<file path="config.mk">
export PLATFORM = sky130hd
export DESIGN_NAME = multicore_mutex_bank
export DESIGN_NICKNAME = d
export VERILOG_FILES = /design/src/rtl/multicore_mutex_bank.sv
export SDC_FILE = /design/constraint.sdc
export NUM_CORES = 1
export LEC_CHECK = 0
export CORE_AREA = 3 3 139 114
export CTS_CLUSTER_DIAMETER = 60
export DETAILED_ROUTE_END_ITERATION = 10
export DIE_AREA = 0 0 142 117
export GPL_ROUTABILITY_DRIVEN = 0
export PLACE_DENSITY_LB_ADDON = 0.1
export SKIP_CTS_REPAIR_TIMING = 1
export SYNTH_ARGS = -nofsm -noshare
export SYNTH_HDL_FRONTEND = slang
export SYNTH_SLANG_ARGS = --single-unit
</file>
<file path="constraint.sdc">
create_clock -name clk -period 9.5 [get_ports clk]
set_clock_uncertainty 0.1 [all_clocks]
set_input_delay 1.425 -clock clk [delete_from_list [all_inputs] [get_ports clk]]
set_output_delay 1.425 -clock clk [all_outputs]
set_load 0.01 [all_outputs]
</file>
<file path="src/rtl/multicore_mutex_bank.sv">
// multicore_mutex_bank
//
// Bank of NUM_MUTEX hardware mutexes behind one Avalon-MM slave. Each mutex
// is a 32-bit word {owner[15:0], value[15:0]} with a compare-and-set rule:
// a write succeeds when the mutex is free (value == 0) or the writer's owner
// ID matches the current owner. Each mutex also has a status word with
// sticky flags. An optional per-mutex lease (TIMEOUT_CYCLES > 0)
// force-releases a mutex that has been held for too long.
//
// Optional feature macro: MULTICORE_MUTEX_RELEASE_IRQ_EN
//   When it is defined, each mutex has an irq_en bit and a release_pending
//   bit, and irq is raised on releases. When it is undefined, status bits
//   [3:2] read 0 and irq is tied to 0.
//
// Ports:
//   clk            system clock
//   reset          asynchronous, active-high reset
//   address        word address: [ADDR_WIDTH-1:1] mutex index,
//                  [0] 0 = mutex word, 1 = status word
//   chipselect     slave select
//   read / write   access strobes
//   data_from_cpu  write data
//   data_to_cpu    registered read data, valid the cycle after read
//   irq            level release interrupt
//
// Status word: [0] reset_flag, [1] timeout_flag, [2] irq_en,
//              [3] release_pending, [31:4] zero.

module multicore_mutex_bank #(
    parameter int NUM_MUTEX      = 4,
    parameter int ADDR_WIDTH     = 3,
    parameter int TIMEOUT_CYCLES = 0,
    parameter int TIMEOUT_WIDTH  = 24
) (
    input  logic                  clk,
    input  logic                  reset,
    input  logic [ADDR_WIDTH-1:0] address,
    input  logic                  chipselect,
    input  logic                  read,
    input  logic                  write,
    input  logic [31:0]           data_from_cpu,
    output logic [31:0]           data_to_cpu,
    output logic                  irq
);

    localparam int IDX_W    = ADDR_WIDTH - 1;
    localparam bit LEASE_EN = (TIMEOUT_CYCLES > 0) && (TIMEOUT_WIDTH > 0);

    logic [IDX_W-1:0]     idx;
    logic                 sel;
    logic                 in_range;
    logic [NUM_MUTEX-1:0] hit;
    logic [NUM_MUTEX-1:0] mw_hit;
    logic [NUM_MUTEX-1:0] sw_hit;

    logic [15:0]          value_q [NUM_MUTEX];
    logic [15:0]          value_d [NUM_MUTEX];
    logic [15:0]          owner_q [NUM_MUTEX];
    logic [15:0]          owner_d [NUM_MUTEX];
    logic [NUM_MUTEX-1:0] reset_flag_q, reset_flag_d;
    logic [NUM_MUTEX-1:0] timeout_flag_q, timeout_flag_d;
    logic [NUM_MUTEX-1:0] wr_ok;
    logic [NUM_MUTEX-1:0] expire;
    logic [NUM_MUTEX-1:0] irq_en_v;
    logic [NUM_MUTEX-1:0] rel_pend_v;
    logic [31:0]          rdata_q, rdata_d;

    assign idx      = address[ADDR_WIDTH-1:1];
    assign sel      = address[0];
    assign in_range = (32'(idx) < NUM_MUTEX);
    // One-hot decode; an out-of-range index selects nothing, so reads give
    // 0 and writes are dropped without further qualification.
    assign hit      = in_range ? (NUM_MUTEX'(1) << idx) : '0;
    assign mw_hit   = hit & {NUM_MUTEX{chipselect & write & ~sel}};
    assign sw_hit   = hit & {NUM_MUTEX{chipselect & write &  sel}};

    // Kept separate from the next-state block: the lease logic consumes
    // wr_ok and produces expire, which that block then uses.
    always_comb begin
        for (int i = 0; i < NUM_MUTEX; i++) begin
            wr_ok[i] = mw_hit[i] &&
                       ((value_q[i] == 16'd0) || (owner_q[i] == data_from_cpu[31:16]));
        end
    end

    always_comb begin
        for (int i = 0; i < NUM_MUTEX; i++) begin
            value_d[i] = value_q[i];
            owner_d[i] = owner_q[i];
            // A successful write takes priority over lease expiry.
            if (wr_ok[i]) begin
                value_d[i] = data_from_cpu[15:0];
                owner_d[i] = data_from_cpu[31:16];
            end else if (expire[i]) begin
                value_d[i] = 16'd0;
                owner_d[i] = 16'd0;
            end
            reset_flag_d[i]   = reset_flag_q[i] & ~(sw_hit[i] & data_from_cpu[0]);
            timeout_flag_d[i] = expire[i] |
                                (timeout_flag_q[i] & ~(sw_hit[i] & data_from_cpu[1]));
        end
    end

    generate
        if (LEASE_EN) begin : g_lease
            localparam logic [TIMEOUT_WIDTH-1:0] LAST = TIMEOUT_WIDTH'(TIMEOUT_CYCLES - 1);
            logic [TIMEOUT_WIDTH-1:0] lease_q [NUM_MUTEX];
            logic [TIMEOUT_WIDTH-1:0] lease_d [NUM_MUTEX];

            always_comb begin
                for (int i = 0; i < NUM_MUTEX; i++) begin
                    expire[i] = (value_q[i] != 16'd0) && (lease_q[i] == LAST) && !wr_ok[i];
                    if (wr_ok[i] || expire[i] || (value_q[i] == 16'd0)) begin
                        lease_d[i] = '0;
                    end else begin
                        lease_d[i] = lease_q[i] + 1'b1;
                    end
                end
            end

            always_ff @(posedge clk or posedge reset) begin
                if (reset) begin
                    for (int i = 0; i < NUM_MUTEX; i++) lease_q[i] <= '0;
                end else begin
                    for (int i = 0; i < NUM_MUTEX; i++) lease_q[i] <= lease_d[i];
                end
            end
        end else begin : g_no_lease
            assign expire = '0;
        end
    endgenerate

`ifdef MULTICORE_MUTEX_RELEASE_IRQ_EN
    logic [NUM_MUTEX-1:0] irq_en_q, irq_en_d;
    logic [NUM_MUTEX-1:0] rel_pend_q, rel_pend_d;
    logic [NUM_MUTEX-1:0] released;
    logic                 irq_q, irq_d;

    always_comb begin
        for (int i = 0; i < NUM_MUTEX; i++) begin
            // Any nonzero -> zero transition counts: owner release or expiry.
            released[i]   = (value_q[i] != 16'd0) && (value_d[i] == 16'd0);
            irq_en_d[i]   = sw_hit[i] ? data_from_cpu[2] : irq_en_q[i];
            // Set beats a simultaneous write-1-clear.
            rel_pend_d[i] = released[i] |
                            (rel_pend_q[i] & ~(sw_hit[i] & data_from_cpu[3]));
        end
        irq_d = |(rel_pend_q & irq_en_q);
    end

    always_ff @(posedge clk or posedge reset) begin
        if (reset) begin
            irq_en_q   <= '0;
            rel_pend_q <= '0;
            irq_q      <= 1'b0;
        end else begin
            irq_en_q   <= irq_en_d;
            rel_pend_q <= rel_pend_d;
            irq_q      <= irq_d;
        end
    end

    assign irq_en_v   = irq_en_q;
    assign rel_pend_v = rel_pend_q;
    assign irq        = irq_q;
`else
    assign irq_en_v   = '0;
    assign rel_pend_v = '0;
    assign irq        = 1'b0;
`endif

    // Reads sample pre-edge state, so a read coinciding with a write to the
    // same word returns the old contents.
    always_comb begin
        rdata_d = rdata_q;
        if (chipselect && read) begin
            rdata_d = '0;
            for (int i = 0; i < NUM_MUTEX; i++) begin
                if (hit[i]) begin
                    rdata_d = sel ? {28'd0, rel_pend_v[i], irq_en_v[i],
                                     timeout_flag_q[i], reset_flag_q[i]}
                                  : {owner_q[i], value_q[i]};
                end
            end
        end
    end

    always_ff @(posedge clk or posedge reset) begin
        if (reset) begin
            for (int i = 0; i < NUM_MUTEX; i++) begin
                value_q[i] <= '0;
                owner_q[i] <= '0;
            end
            reset_flag_q   <= '1;
            timeout_flag_q <= '0;
            rdata_q        <= '0;
        end else begin
            for (int i = 0; i < NUM_MUTEX; i++) begin
                value_q[i] <= value_d[i];
                owner_q[i] <= owner_d[i];
            end
            reset_flag_q   <= reset_flag_d;
            timeout_flag_q <= timeout_flag_d;
            rdata_q        <= rdata_d;
        end
    end

    assign data_to_cpu = rdata_q;

endmodule

</file>
==> metrics <==
synth top area cells dfrtp_1 (51%), mux4_2 (9.6%), mux2_2 (8.7%), a32o_1 (8.0%), xor2_1 (6.9%); hold crit path type flop to flop; Initial Util 0.557; TritonCTS Buffers 17; share of layout cells above drive strength 1 0.250; DPL Wire Length between 10 and 15 mm; critical path's slowest cell a21boi_2; CTS root buf clkbuf_16; DRC 0; Setup-failing EPs final 0; Slew HR 0.0644; clock buffer depth 2; diodes inserted 0; EDFF count, synth 0; largest net degree at the start of global routing roughly 100; post-synth top area share 0.512; CTS tree done; Setup crit end kind flop; DRT iter0 DRCs about 500; Antenna Nets Post-Route 0; CP Cell Sequence clkdlybuf4s50_1, xor2_1, nor4_1, nand4_1, a21boi_2, mux2_2; Top FF cell, synth dfrtp_1; CTS clock-pin slew for the worst setup and hold paths approximately 0.070 ns; Synthesized Nets just under 600; crit-path max cell delay 0.98 ns; VDD IR max 142 µV; clock sinks between 150 and 200; total iterations of the first detailed-routing run 5; CP arrival 4.52 ns; power per cell area ~270 nW/µm²; Avg Vias per Cell about 6.7; die area 16600 µm²; FILL cells 1045; Seq/Total Area, Yosys 0.525; Overall Power around 2.5 mW; Netlist cell types 36; FF+latch count, synth about 170; fmax 0.232 GHz; critical setup path kind input pin to flop; max cap viols 0; Startpoint Class input pin; status finished clean; Fin. Hold Viols 0; leakage power 4.08 nW; vias after detailed routing ~5300; average size of a mapped cell around 14 µm²; port buffer count 71; setup ws final ~5.2 ns; routed len/inst ~25 µm; Mapped Cells roughly 560; final core utilization 0.644; die width about 140 µm; total gr overflow 0; antenna violations before repair 0; core area 14400 µm²; Period Utilization, post-route 0.453; # H-tree levels 4; vias in the first global route 5429; Layout area overhead 15.6%; Final Max Slew Viols 0; IO Pins 73; RSZ-0062 raised after global routing false; Final Critical Period ~4.3 ns; final wirelength ~20 mm; largest area contributor in the netlist dfrtp_1; Ys Warns 0; first-pass GRT wire length 31.9 mm; Std-Cell Rows 39; async set-reset flop share out of synthesis 1.00; clock insertion delay at the later pin of the skew report 0.43 ns; Setup WS pre-CTS between 4 and 5 ns; Die H about 120 µm; Worst Path Required slightly below 10 ns; NumNets Final between 600 and 700; gr usage total 0.254; setup_tns 0 ns; CP max FO 16; cell area after synthesis roughly 8000 µm²; Least-Margin Pin Slew between 1 and 1.5 ns
[synthesized netlist by cell type, drive strengths merged, types with 2 or more instances]
cell,count
mux4,34
dfstp,4
mux2,64
a22o,30
dfrtp,164
a32o,64
buf,28
o21a,6
nor4,32
o21ai,2
or2,2
nand2,8
nand4,10
o31a,2
nor2,4
a21boi,3
xor2,64
mux2i,2
clkbuf,23
nand2b,3
[sequential cells by signal, summed over array words and instances (netlist names)]
signal / flops
owner_q: 64
value_q: 64
data_to_cpu: 32
reset_flag_q: 4
timeout_flag_q: 4
[power breakdown]
part           internal (mW)  switching [mW]  total (mW)
Sequential             0.944           0.207        1.15
Clock                  0.379           0.286       0.666
Combinational          0.379           0.300       0.679
[per-layer routing]
layer / vias up / GRT usage / share of wire
li1: 2276 / - / -
met1: 2815 / 0.377 / 0.46
met2: 232 / 0.376 / 0.45
met3: 23 / 0.0597 / 0.073
met4: 0 / 0.0812 / 0.015
met5: - / 0 / 0
[final timing paths]
kind / from / endpoint / slack (ns) / cells past startpoint
setup / recovery: data_from_cpu[26] / owner_q[34] / 5.20 / 6
hold / removal: reset_flag_q[2] / reset_flag_q[2] / 0.36 / 1
setup reg to reg: owner_q[47] / owner_q[34] / 6.48 / 5
hold reg to reg: reset_flag_q[2] / reset_flag_q[2] / 0.36 / 1
max in group asynchronous: reset / data_to_cpu[9] / 6.38 / 3
min in group asynchronous: reset / value_q[20] / 1.47 / 2
[placed cells by master (no fill, tap or decap), types with 2 or more instances in the layout]
cell type,count
buf_4,8
clkinvlp_4,3
dfstp_2,4
xor2_1,63
mux4_2,34
o21ai_0,2
nand2_1,8
mux2_2,62
clkinv_2,6
nand4_1,10
dfrtp_1,164
mux2i_1,2
mux2_1,2
clkbuf_8,3
inv_6,2
a21boi_2,3
clkbuf_16,17
nor4_1,31
or2_2,2
buf_2,2
a22o_1,30
nand2b_1,3
o31a_1,2
o21a_1,6
nor2_1,3
a32o_1,64
clkdlybuf4s50_1,69
[kinds of logic (layout without fill, tap and decap cells)]
| logic type | after synthesis | count (layout) | share of synthesized area |
|---|---|---|---|
| other | 1 | 1 | 0.000468 |
| flip-flops | 168 | 168 | 0.525 |
| AO/OA/AOI/OAI | 108 | 108 | 0.127 |
| buffers and inverters | 53 | 112 | 0.0395 |
| AND/OR/NAND/NOR | 63 | 63 | 0.0486 |
| multiplexers | 100 | 100 | 0.188 |
| XOR/XNOR | 64 | 64 | 0.0709 |
[critical path, delay by kind of cell]
kind,cells,cell delay (ns)
compound gates,1,0.98
simple gates,2,0.82
buf+inv,1,0.60
mux,1,0.44
xor+xnor,1,0.25
[metrics by stage]
stage,cells,cell area [µm²],hold slack [ns]
2_1_floorplan,557,8010,0.339
6_report,800,9260,0.358
4_1_cts,800,9260,0.358
5_1_grt,800,9260,0.374
3_3_place_gp,768,8700,0.344
3_5_place_dp,768,8700,0.348
[area by class of cell]
cell class / instances / area [µm²] / share of cell area
Clock buffer: 20 / 467 / 0.0504
Tap cell: 184 / 230 / 0.0249
Inverter: 1 / 8.76 / 0.000945
Clock inverter: 12 / 100 / 0.0108
Timing Repair Buffer: 79 / 761 / 0.0821
Multi-Input combinational cell: 336 / 3490 / 0.377
Sequential cell: 168 / 4210 / 0.454
Note: power is estimated with default switching activity, not from simulation.
